===== src/rtl/demo_pkg.sv =====
// Board-demo constants and the UART state encoding shared by the TX and RX machines.
// __SIM_CLK_DIV__ shrinks the tick period and bit time so simulations stay short.
package demo_pkg;
`ifdef __SIM_CLK_DIV__
  localparam int TICK_CYCLES = 5_000;
  localparam int BAUD_DIV    = 16;
`else
  localparam int TICK_CYCLES = 25_000_000;
  localparam int BAUD_DIV    = 434;
`endif

  typedef enum logic [1:0] {IDLE, START, DATA, STOP} uart_state_t;

  // Bits needed for a counter running 0..n-1.
  function automatic int cnt_width(input int n);
    return (n > 2) ? $clog2(n) : 1;
  endfunction
endpackage


===== src/rtl/uart_8n1.sv =====
// 8N1 UART: byte transmitter with start/busy handshake, and a receiver that
// reports each correctly framed byte with a one-cycle rx_valid pulse.
module uart_8n1
  import demo_pkg::*;
#(
  parameter int BAUD_DIV = demo_pkg::BAUD_DIV
) (
  input  logic       clk,
  input  logic       rst,
  input  logic       tx_start,
  input  logic [7:0] tx_byte,
  output logic       tx_busy,
  output logic       tx_line,
  input  logic       rx_line,
  output logic [7:0] rx_data,
  output logic       rx_valid
);
  localparam int            BW        = cnt_width(BAUD_DIV);
  localparam logic [BW-1:0] BAUD_LAST = BW'(BAUD_DIV - 1);
  localparam logic [BW-1:0] HALF_LAST = BW'(BAUD_DIV / 2 - 1);

  uart_state_t   tx_state;
  logic [BW-1:0] tx_baud;
  logic [2:0]    tx_bit;
  logic [7:0]    tx_shift;
  logic          tx_baud_end;

  assign tx_baud_end = (tx_baud == BAUD_LAST);
  assign tx_busy     = (tx_state != IDLE);

  always_ff @(posedge clk or posedge rst) begin
    if (rst) begin
      tx_state <= IDLE;
      tx_line  <= 1'b1;
      tx_baud  <= '0;
      tx_bit   <= '0;
      tx_shift <= '0;
    end else begin
      tx_baud <= (tx_state == IDLE || tx_baud_end) ? '0 : tx_baud + 1'b1;
      case (tx_state)
        IDLE: begin
          if (tx_start) begin
            tx_shift <= tx_byte;
            tx_line  <= 1'b0;
            tx_state <= START;
          end
        end
        START: begin
          if (tx_baud_end) begin
            tx_line  <= tx_shift[0];
            tx_bit   <= '0;
            tx_state <= DATA;
          end
        end
        DATA: begin
          if (tx_baud_end) begin
            if (tx_bit == 3'd7) begin
              tx_line  <= 1'b1;
              tx_state <= STOP;
            end else begin
              tx_line  <= tx_shift[1];
              tx_shift <= tx_shift >> 1;
              tx_bit   <= tx_bit + 1'b1;
            end
          end
        end
        STOP: begin
          if (tx_baud_end) tx_state <= IDLE;
        end
        default: tx_state <= IDLE;
      endcase
    end
  end

  uart_state_t   rx_state;
  logic          rx_s1, rx_s2, rx_prev;
  logic [BW-1:0] rx_baud;
  logic [2:0]    rx_bit;
  logic [7:0]    rx_shift;

  // rx_prev holds the previous synchronized level so only a 1->0 transition starts a frame.
  always_ff @(posedge clk or posedge rst) begin
    if (rst) begin
      rx_s1    <= 1'b1;
      rx_s2    <= 1'b1;
      rx_prev  <= 1'b1;
      rx_state <= IDLE;
      rx_baud  <= '0;
      rx_bit   <= '0;
      rx_shift <= '0;
      rx_data  <= '0;
      rx_valid <= 1'b0;
    end else begin
      rx_s1    <= rx_line;
      rx_s2    <= rx_s1;
      rx_prev  <= rx_s2;
      rx_valid <= 1'b0;
      rx_baud  <= rx_baud + 1'b1;
      case (rx_state)
        IDLE: begin
          rx_baud <= '0;
          if (rx_prev && !rx_s2) rx_state <= START;
        end
        START: begin
          if (rx_baud == HALF_LAST) begin
            rx_baud  <= '0;
            rx_bit   <= '0;
            rx_state <= rx_s2 ? IDLE : DATA;
          end
        end
        DATA: begin
          if (rx_baud == BAUD_LAST) begin
            rx_baud  <= '0;
            rx_shift <= {rx_s2, rx_shift[7:1]};
            if (rx_bit == 3'd7) rx_state <= STOP;
            else                rx_bit   <= rx_bit + 1'b1;
          end
        end
        STOP: begin
          if (rx_baud == BAUD_LAST) begin
            if (rx_s2) begin
              rx_data  <= rx_shift;
              rx_valid <= 1'b1;
            end
            rx_state <= IDLE;
          end
        end
        default: rx_state <= IDLE;
      endcase
    end
  end
endmodule


===== src/rtl/demo_top.sv =====
// Board demo: a periodic tick sends an incrementing byte over the UART and the
// LEDs show a heartbeat plus the low bits of the last byte received.
module demo_top
  import demo_pkg::*;
#(
  parameter int TICK_CYCLES = demo_pkg::TICK_CYCLES,
  parameter int BAUD_DIV    = demo_pkg::BAUD_DIV
) (
  input  logic       clk_50m,
  input  logic       reset_n,
  output logic [5:0] led,
  output logic       uart_tx_path,
  input  logic       uart_rx_path
);
  localparam int            TW        = cnt_width(TICK_CYCLES);
  localparam logic [TW-1:0] TICK_LAST = TW'(TICK_CYCLES - 1);

  logic [TW-1:0] tick_cnt;
  logic          tick;
  logic          heartbeat;
  logic [7:0]    tx_count;
  logic          tx_busy;
  logic [7:0]    rx_data;
  logic          rx_valid;
  logic [2:0]    rx_data_unused;

  assign tick           = (tick_cnt == TICK_LAST);
  assign rx_data_unused = rx_data[7:5];

  // reset_n is active-high on this board despite its name.
  always_ff @(posedge clk_50m or posedge reset_n) begin
    if (reset_n) begin
      tick_cnt  <= '0;
      heartbeat <= 1'b0;
      tx_count  <= '0;
      led       <= '0;
    end else begin
      tick_cnt <= tick ? '0 : tick_cnt + 1'b1;
      if (tick) begin
        heartbeat <= ~heartbeat;
        tx_count  <= tx_count + 8'd1;
      end
      led[5] <= heartbeat;
      if (rx_valid) led[4:0] <= rx_data[4:0];
    end
  end

  // A tick that finds the transmitter busy simply loses that count value.
  uart_8n1 #(
    .BAUD_DIV(BAUD_DIV)
  ) u_uart (
    .clk     (clk_50m),
    .rst     (reset_n),
    .tx_start(tick && !tx_busy),
    .tx_byte (tx_count),
    .tx_busy (tx_busy),
    .tx_line (uart_tx_path),
    .rx_line (uart_rx_path),
    .rx_data (rx_data),
    .rx_valid(rx_valid)
  );
endmodule


===== config.mk =====
export PLATFORM = sky130hd
export DESIGN_NAME = demo_top
export DESIGN_NICKNAME = d
export VERILOG_FILES = /design/src/rtl/demo_pkg.sv /design/src/rtl/uart_8n1.sv /design/src/rtl/demo_top.sv
export SDC_FILE = /design/constraint.sdc
export NUM_CORES = 1
export LEC_CHECK = 0
export CAP_MARGIN = 10
export CORE_UTILIZATION = 35
export DETAILED_ROUTE_END_ITERATION = 10
export PLACE_DENSITY = 0.6
export RECOVER_POWER = 25
export SLEW_MARGIN = 20
export SYNTH_ARGS = -nofsm -noshare
export SYNTH_HDL_FRONTEND = slang
export SYNTH_SLANG_ARGS = --single-unit

===== constraint.sdc =====
create_clock -name clk_50m -period 3.3 [get_ports clk_50m]
set_input_delay 0.66 -clock clk_50m [delete_from_list [all_inputs] [get_ports clk_50m]]
set_output_delay 0.66 -clock clk_50m [all_outputs]
set_load 0.03 [all_outputs]

## After elaboration in Yosys (flattened, before gate mapping)

Index checks and enable logic that the tools add are counted.

- Flip-flop bits (word level): 94
- Input port bits: 3
- Output and inout bits: 7

- Equal/unequal tests: 24
- Reduce and logical (&&, ||, !) cells: 20
- Add/subtract/negate cells: 6
- Bitwise logic cells: 1
- Muxes and demuxes: 38

Operator list:

| kind | count |
|---|---|
| $mux 9 | 3 |
| $pmux 9 s3 | 1 |
| $add 25x1->25 const B | 1 |
| $eq 25x25->1 const B | 1 |
| $mux 25 | 1 |
| $mux 8 | 3 |
| $mux 2 | 11 |
| $ne 2x1->1 const B | 10 |
| $add 9x1->9 const B | 2 |
| $eq 9x9->1 const B | 2 |
| $mux 3 | 6 |
| $pmux 2 s4 | 2 |
| $pmux 8 s2 | 1 |
| $reduce_and 4->1 | 4 |
| $pmux 3 s2 | 2 |
| $reduce_and 5->1 | 2 |
| $eq 9x8->1 const B | 1 |
| $add 8x1->8 const B | 1 |
| $eq 2x2->1 const B | 4 |
| $reduce_bool 2->1 | 4 |
| $mux 1 | 7 |
| $add 3x1->3 const B | 2 |
| $eq 3x3->1 const B | 2 |
| $eq 2x1->1 const B | 2 |
| 10 further kinds | 14 |

## Depth between registers and ports, before layout

Gate-level depths: netlist of the first run.

- Word-level depth: 5
- Gate-level depth with buffers: 8

## Modules after synthesis

Synthesis of the first run repeated with hierarchy kept, for this count alone.

- Cells, all modules: 393
- Area total of the unflattened synthesis: 4544.4 um^2

By module, submodules not included:

| module | cells each | area an instance (um^2) | times used | seq. area each (um^2) |
|---|---|---|---|---|
| uart_8n1 | 235 | 2735.1 | 1 | 1431.4 |
| demo_top | 158 | 1809.2 | 1 | 1001.0 |

## Worst setup path after synthesis of the first run

OpenSTA, ideal clock, no wires.

- Path type: register to register
- From: register u_uart.tx_state[0]
- To: register u_uart.tx_shift[0]
- Library setup time: 0.128 ns
- Arrival: 1.780 ns
- Path buffers: 2
- Cell stages (with the launch flop): 7
- Period minus slack after synthesis: 1.907 ns
- Path slack: 1.393 ns
- Cell sequence: dfrtp_1 inv_1 ha_1 clkbuf_1 clkbuf_1 mux2_2 mux2_1

- Cells in the longest elaborated chain, start to end: 5
- Elaborated cells on any way between the ends: 11
- Classes of those cells: 4 x eq/ne; 1 x mux; 6 x reduce/logical

RTL lines:

| what | RTL line | source |
|---|---|---|
| start: declaration | uart_8n1.sv:22 | `uart_state_t tx_state;` |
| start signal: assignment | uart_8n1.sv:33 | `tx_state <= IDLE;` |
| start signal: assignment | uart_8n1.sv:45 | `tx_state <= START;` |
| start signal: assignment | uart_8n1.sv:52 | `tx_state <= DATA;` |
| $reduce_bool 2->1 | uart_8n1.sv:29 | `assign tx_busy = (tx_state != IDLE);` |
| $logic_not 1->1 | demo_top.sv:54 | `.tx_start(tick && !tx_busy),` |
| $logic_and 1x1->1 | demo_top.sv:54 |  |
| $ne 2x1->1 (no source line) | -- |  |
| $reduce_and 4->1 (no source line) | -- |  |
| end signal: assignment | uart_8n1.sv:43 | `tx_shift <= tx_byte;` |
| end signal: assignment | uart_8n1.sv:62 | `tx_shift <= tx_shift >> 1;` |
| end: declaration | uart_8n1.sv:25 | `logic [7:0] tx_shift;` |

Several ways; a longest one is shown, not always the timed one.
A chain may end at the register's enable or synchronous reset.

## Worst setup path after layout of the first run

- From: register tick_cnt[9]
- To: register u_uart.tx_shift[0]

- Cells in the longest elaborated chain, start to end: 4

RTL lines:

| what | RTL line | source |
|---|---|---|
| start: declaration | demo_top.sv:18 | `logic [TW-1:0] tick_cnt;` |
| start signal: assignment | demo_top.sv:38 | `tick_cnt <= tick ? '0 : tick_cnt + 1'b1;` |
| $eq 25x25->1 | demo_top.sv:27 | `assign tick = (tick_cnt == TICK_LAST);` |
| $logic_and 1x1->1 | demo_top.sv:54 |  |
| $ne 2x1->1 (no source line) | -- |  |
| $reduce_and 4->1 (no source line) | -- |  |

Every way passes these cells.

==> results of run 1 <==
==> flip-flops by register name, summed over array words and instances (netlist names), named ones only <==
| register | count |
|---|---|
| u_uart.rx_s2 | 1 |
| tx_count | 8 |
| u_uart.rx_bit | 3 |
| u_uart.rx_prev | 1 |
| tick_cnt | 25 |
| u_uart.tx_line | 1 |
| u_uart.rx_shift | 8 |
| heartbeat | 1 |
| u_uart.rx_baud | 9 |
| led | 6 |
| u_uart.rx_data | 5 |
| u_uart.rx_state | 1 |
| u_uart.tx_state | 2 |
| u_uart.rx_valid | 1 |
| u_uart.tx_bit | 3 |
| u_uart.tx_baud | 9 |
| u_uart.rx_s1 | 1 |
| u_uart.tx_shift | 8 |
==> layout make-up <==
cell class                 count  share of cell area
tap                          168              0.0421
inverter                      14              0.0108
clock inverter                 4             0.00626
timing repair buffer          12              0.0250
clock buffer                  12              0.0493
sequential                    94               0.472
multi-input combinational    263               0.395
==> cell usage after synthesis (all sizes together) <==
library cell / instances / share of area
nand2: 21 / 0.018
o211ai: 1 / 0.0028
nor3: 7 / 0.0079
a22o: 5 / 0.0099
and4: 7 / 0.014
and2: 3 / 0.0042
or3: 1 / 0.0014
mux2: 36 / 0.091
nand4b: 1 / 0.0054
o21ai: 7 / 0.0079
nor3b: 3 / 0.0062
nor2b: 3 / 0.0042
dfrtp: 90 / 0.51
nor4: 4 / 0.0090
nand4: 17 / 0.025
o311ai: 2 / 0.0073
mux2i: 1 / 0.0023
clkbuf: 5 / 0.0045
a21oi: 1 / 0.0011
ha: 16 / 0.045
and3: 5 / 0.0070
or2: 1 / 0.0014
nor2: 45 / 0.038
nor4bb: 1 / 0.0023
xnor2: 22 / 0.043
and4b: 2 / 0.0045
a31oi: 1 / 0.0014
nand2b: 2 / 0.0028
a21boi: 1 / 0.0017
xor2: 22 / 0.043
nand4bb: 1 / 0.0025
nor4b: 1 / 0.0020
nand3: 19 / 0.021
a21o: 2 / 0.0034
o22ai: 2 / 0.0059
buf: 6 / 0.0087
inv: 14 / 0.012
dfstp: 4 / 0.024
==> worst max-delay path, delay by kind of cell, from the launching register on <==
kind	cells	cell delay (ns)
simple gates	3	1.22
compound gates	1	0.22
flops	1	0.43
mux	1	0.34
==> how the worst min path moves through the flow <==
stage               cells past startpoint  slack [ns]            to    startpoint
floorplan                               0        0.35  u_uart.rx_s2  u_uart.rx_s1
global placement                        0        0.35  u_uart.rx_s2  u_uart.rx_s1
detailed placement                      0        0.35  u_uart.rx_s2  u_uart.rx_s1
CTS                                     0        0.36  u_uart.rx_s2  u_uart.rx_s1
global route                            0        0.37  u_uart.rx_s2  u_uart.rx_s1
finish                                  0        0.36  u_uart.rx_s2  u_uart.rx_s1
==> through the flow <==
| step | cell area [sq um] | utilization | worst slack [ns] | power, mW |
|---|---|---|---|---|
| finish | 5000 | 0.409 | 0.976 | 2.31 |
| CTS | 5000 | 0.409 | 0.943 | 2.35 |
| global route | 5000 | 0.409 | 0.819 | 2.42 |
| floorplan | 4440 | - | 0.198 | 1.35 |
| global placement | 4720 | 0.386 | 1.03 | 1.38 |
| detailed placement | 4720 | 0.386 | 0.953 | 1.38 |
==> power by group <==
part	switching, mW	internal, mW
sequential	0.0491	1.19
clock	0.413	0.536
combinational	0.0721	0.0527
==> per-layer routing <==
| layer | track usage | vias to the layer above | share of wire |
|---|---|---|---|
| met4 | 0.0485 | 0 | 0.0098 |
| li1 | - | 1359 | - |
| met2 | 0.202 | 37 | 0.48 |
| met1 | 0.163 | 1358 | 0.49 |
| met5 | 0 | - | 0 |
| met3 | 0.0339 | 5 | 0.022 |
==> cells by family (layout without fill, tap and decap cells) <==
logic type | count (synthesis) | count (layout) | share of synthesized area
XOR/XNOR | 44 | 44 | 0.0868
multiplexers | 37 | 37 | 0.0935
buffers and inverters | 25 | 42 | 0.0251
flip-flops | 94 | 94 | 0.531
adder cells (fa/ha/maj) | 16 | 16 | 0.0451
AND/OR/NAND/NOR | 144 | 144 | 0.177
AO/OA/AOI/OAI | 22 | 22 | 0.0414
==> impl_metrics.tcl, run 1 <==
set metrics [dict create \
    grt_overflow 0 \
    clock_sinks 94 \
    rrSetupSlack_ns 0.98 \
    path_clk_slew_ns 0.06 \
    maxCapViolCount 1 \
    area_delta_synth_final_pct 12.5 \
    final_max_slew_viol_count 36 \
    clock_latency_ns 0.33 \
    fin_crit_sh 0.704 \
    syn_avg_cell_area_sq_um 11.6 \
    ys_ff_latch 94 \
    gp_congestion 0.768 \
    netlist_area_sq_um 4440 \
    grt_usage 0.126 \
    rows 40 \
    layout.cells.non_filler 567 \
    post_drt_wl_per_cell_um 12.6 \
    dp_hpwl_mm 4.91 \
    path_cells "nor4bb_1 > and3_1 > and4_1 > o22ai_4 > mux2_1" \
    leakage_nw 2.34 \
    final_common_cell "dfrtp_1" \
    vias 2759 \
    max_freq_mhz 430 \
    firstDrtPassIters 5 \
    status "finished, violations left" \
    start_util 0.364 \
    yosysSeqAreaShare 0.531 \
    diodes 0 \
    endpoint "u_uart.tx_shift[0]" \
    whs_ns 0.363 \
    coreArea_sq_um 12200 \
    ys_warn_count 0 \
    clockBufferDepth 2 \
    cts_max_level 3 \
    fp.dieArea_sq_um 13100 \
    ant_nets 0 \
    multiInputGateArea_sq_um 1970 \
    synth_fp_nets 401 \
    antenna_found_initial 0 \
    drive_above_1_share 0.163 \
    cp_max_fo 18 \
    rsz0062_at_grt "false" \
    cts_root_buf "clkbuf_16" \
    grt_pass1_wl_mm 13.2 \
    crit_type "reg -> reg" \
    layout.nets 413 \
    drc 0 \
    critPathLaunchType "flop" \
    syn_inst 382 \
    io_buffer_count 9 \
    hold_viol_final 0 \
    ff2ff_path_depth 5 \
    first_iter_violations 115 \
    worst_ep_required_time_ns 3.52 \
    pin_count 10 \
    numCtsBuffers 9 \
    fp.dieW_um 115 \
    synth_cell_types 47 \
    end_kind "flop" \
    grt_max_degree 60 \
    min_path_type "reg -> reg" \
    setup_tns_ns 0 \
    viasPerCell 4.87 \
    min_period_ns 2.32 \
    violations "max-capacitance violations, max-slew violations" \
    arrival_ns 2.54 \
    power.density_nw_per_um2 462 \
    hold_buffers 0 \
    slowest_delay_ns 0.71 \
    layout_common_cells "dfrtp_1 (90), nor2_1 (45), mux2_2 (35)" \
    cts_tree "yes" \
    skew_ns 0.00501 \
    critical-path-slowest-cell "and4_1" \
    peakVddDrop_mv 0.227 \
    grt_pass1_vias 2890 \
    post_cts_buffers 0 \
    crit_start "tick_cnt[9]" \
    regToRegStartpoint "tick_cnt[9]" \
    ctsResizeCount 0 \
    final-setup-viol-count 0 \
    wirelength_mm 7.12 \
    die_h_um 115 \
    n_fill_cell 1203 \
    worstMarginPinSlew_ns 1.56 \
    r2r-end "u_uart.tx_shift[0]" \
    regArea_sq_um 2360 \
    max_slew_margin -0.0431 \
    post-place-cells 551 \
]
Power figures use the tool's default switching activity.
==> run 2: changes to the inputs <==
--- a/config.mk
+++ b/config.mk
@@ -8,7 +8,7 @@
 export CAP_MARGIN = 10
 export CORE_UTILIZATION = 35
 export DETAILED_ROUTE_END_ITERATION = 10
-export PLACE_DENSITY = 0.6
+export PLACE_DENSITY = 0.62
 export RECOVER_POWER = 25
 export SLEW_MARGIN = 20
 export SYNTH_ARGS = -nofsm -noshare
==> constraint.sdc (replaced) <==
create_clock -name clk_50m -period 2.1 [get_ports clk_50m]
set_input_delay 0.42 -clock clk_50m [delete_from_list [all_inputs] [get_ports clk_50m]]
set_output_delay 0.42 -clock clk_50m [all_outputs]
set_load 0.03 [all_outputs]
==> run 2 against run 1 <==
  * Final area increased by 2.2%
  * Largest cell class unchanged
  * Hold slack improved by 0.0034 ns
  * The run now ends clean
  * Critical endpoint is now uart_tx_path
  * Core utilization increased by 0.88 points
  * Critical path depth decreased by 4
  * Combinational power increased by 87%
  * Clock skew increased by 0.0013 ns
  * Power increased by 65%
  * Critical path type is now reg -> out
  * Clock-buffer cell count decreased by 3
  * Sequential power increased by 56%
  * Final cell count increased by 1.8%
==> impl_metrics.tcl, run 2 (synthesis gave the netlist of run 1 again) <==
set metrics [dict create \
    status "completed" \
    crit_family "buffers and inverters" \
    coreArea_sq_um 12200 \
    ant_nets 0 \
    viasPerCell 4.81 \
    regMostFlops "tick_cnt" \
    layout_common_cells "dfrtp_1 (90), nor2_1 (45), mux2_2 (35)" \
    final_max_slew_viol_count 0 \
    grt_usage 0.125 \
    max_slew_margin 0.361 \
    largest_reg_flops 25 \
    worst_ep_required_time_ns 1.68 \
    post_cts_buffers 0 \
    max_freq_mhz 514 \
    power.density_nw_per_um2 745 \
    cts_tree "yes" \
    diodes 0 \
    cts_max_level 3 \
    slowest_delay_ns 0.66 \
    drc 0 \
    start_util 0.364 \
    arrival_ns 1.53 \
    critical-path-slowest-cell "clkdlybuf4s50_1" \
    final_common_cell "dfrtp_1" \
    gp_congestion 0.805 \
    rsz0062_at_grt "false" \
    vias 2776 \
    worstMarginPinSlew_ns 0.959 \
    final-setup-viol-count 0 \
    layout.nets 423 \
    die_h_um 115 \
    wirelength_mm 7.35 \
    post_drt_wl_per_cell_um 12.7 \
    area_delta_synth_final_pct 14.9 \
    peakVddDrop_mv 0.377 \
    dpl-instance-area_sq_um 4820 \
    io_buffer_count 9 \
    maxCapViolCount 0 \
    path_cells "clkdlybuf4s50_1" \
    multiInputGateArea_sq_um 1970 \
    finalInstanceArea_sq_um 5100 \
    first_iter_violations 125 \
    dp_hpwl_mm 5.22 \
    grt_max_degree 40 \
    skew_ns 0.00630 \
    min_period_ns 1.95 \
    fin_crit_sh 0.927 \
    n_fill_cell 1176 \
    min_path_type "reg -> reg" \
    drive_above_1_share 0.188 \
    critPathLaunchType "flop" \
    firstDrtPassIters 4 \
    largest_registers "tick_cnt: 25 flops, u_uart.rx_baud: 9 flops, u_uart.tx_baud: 9 flops" \
    grt_pass1_wl_mm 13.0 \
    pin_count 10 \
    grt_pass1_vias 2818 \
    clockBufferDepth 2 \
    numCtsBuffers 9 \
    clock_latency_ns 0.34 \
    rows 40 \
    path_clk_slew_ns 0.06 \
    antenna_found_initial 0 \
    fp.dieArea_sq_um 13100 \
    end_kind "primary output" \
    hold_viol_final 0 \
    setup_tns_ns 0 \
    cp_max_fo 2 \
    regArea_sq_um 2360 \
    path_buf_inv 1 \
    crit_type "reg -> out" \
    clock_sinks 94 \
    fp.dieW_um 115 \
    grt_overflow 0 \
    cts_root_buf "clkbuf_16" \
    leakage_nw 2.41 \
]
==> run 2: changes by cell type in the layout (fill, tap and decap cells not counted), sizes merged <==
cell / previous run / this run
inv: 14 / 16
dlymetal6s4s: 0 / 1
buf: 3 / 11
bufinv: 0 / 1
clkbuf: 12 / 10
==> run 2: worst paths after layout <==
path                                 from               end  slack (ns)  cells past startpoint
hold / removal               u_uart.rx_s1      u_uart.rx_s2        0.37                      0
setup / recovery           u_uart.tx_line      uart_tx_path        0.15                      1
setup reg to reg              tick_cnt[0]       tx_count[1]        0.16                      6
hold reg to reg              u_uart.rx_s1      u_uart.rx_s2        0.37                      0
max in group asynchronous         reset_n  u_uart.tx_bit[2]        0.36                      3
min in group asynchronous         reset_n         heartbeat        0.48                      2
==> run 2: layout make-up <==
class | instances | area share
Timing Repair Buffer | 22 | 0.0397
Clock buffer | 9 | 0.0441
Inverter | 14 | 0.0105
Clock inverter | 7 | 0.0159
Tap cell | 168 | 0.0412
Sequential cell | 94 | 0.462
Multi-Input combinational cell | 263 | 0.387
==> run 2: timing repair <==
action                     4_1_cts  5_1_grt
resized for setup                0        1
setup endpoints to repair        0       11
hold buffers                     0        0
==> run 2: through the flow <==
step                      worst slack, ns  utilization  cells  hold WS [ns]  power [mW]
after floorplan                     0.193            -    382         0.345        2.12
after global placement              0.144        0.395    561         0.347        2.20
after detailed placement           0.0714        0.395    561         0.355        2.21
after CTS                          0.0603        0.420    577         0.343        3.88
after global routing             0.000552        0.418    577         0.376        3.99
final                               0.153        0.418    577         0.367        3.80
==> run 2: routing by layer <==
metal / vias up / wire (um) / global-route usage / part of all wire
met5: - / 0 / 0 / 0
met4: 0 / 122 / 0.0502 / 0.017
met3: 10 / 158 / 0.0360 / 0.022
met2: 33 / 3490 / 0.205 / 0.47
met1: 1353 / 3580 / 0.156 / 0.49
li1: 1380 / - / - / -
==> run 2: power breakdown <==
group	internal, mW	switching, mW	total, mW
logic	0.101	0.133	0.234
registers	1.86	0.0636	1.93
clock network	0.941	0.701	1.64
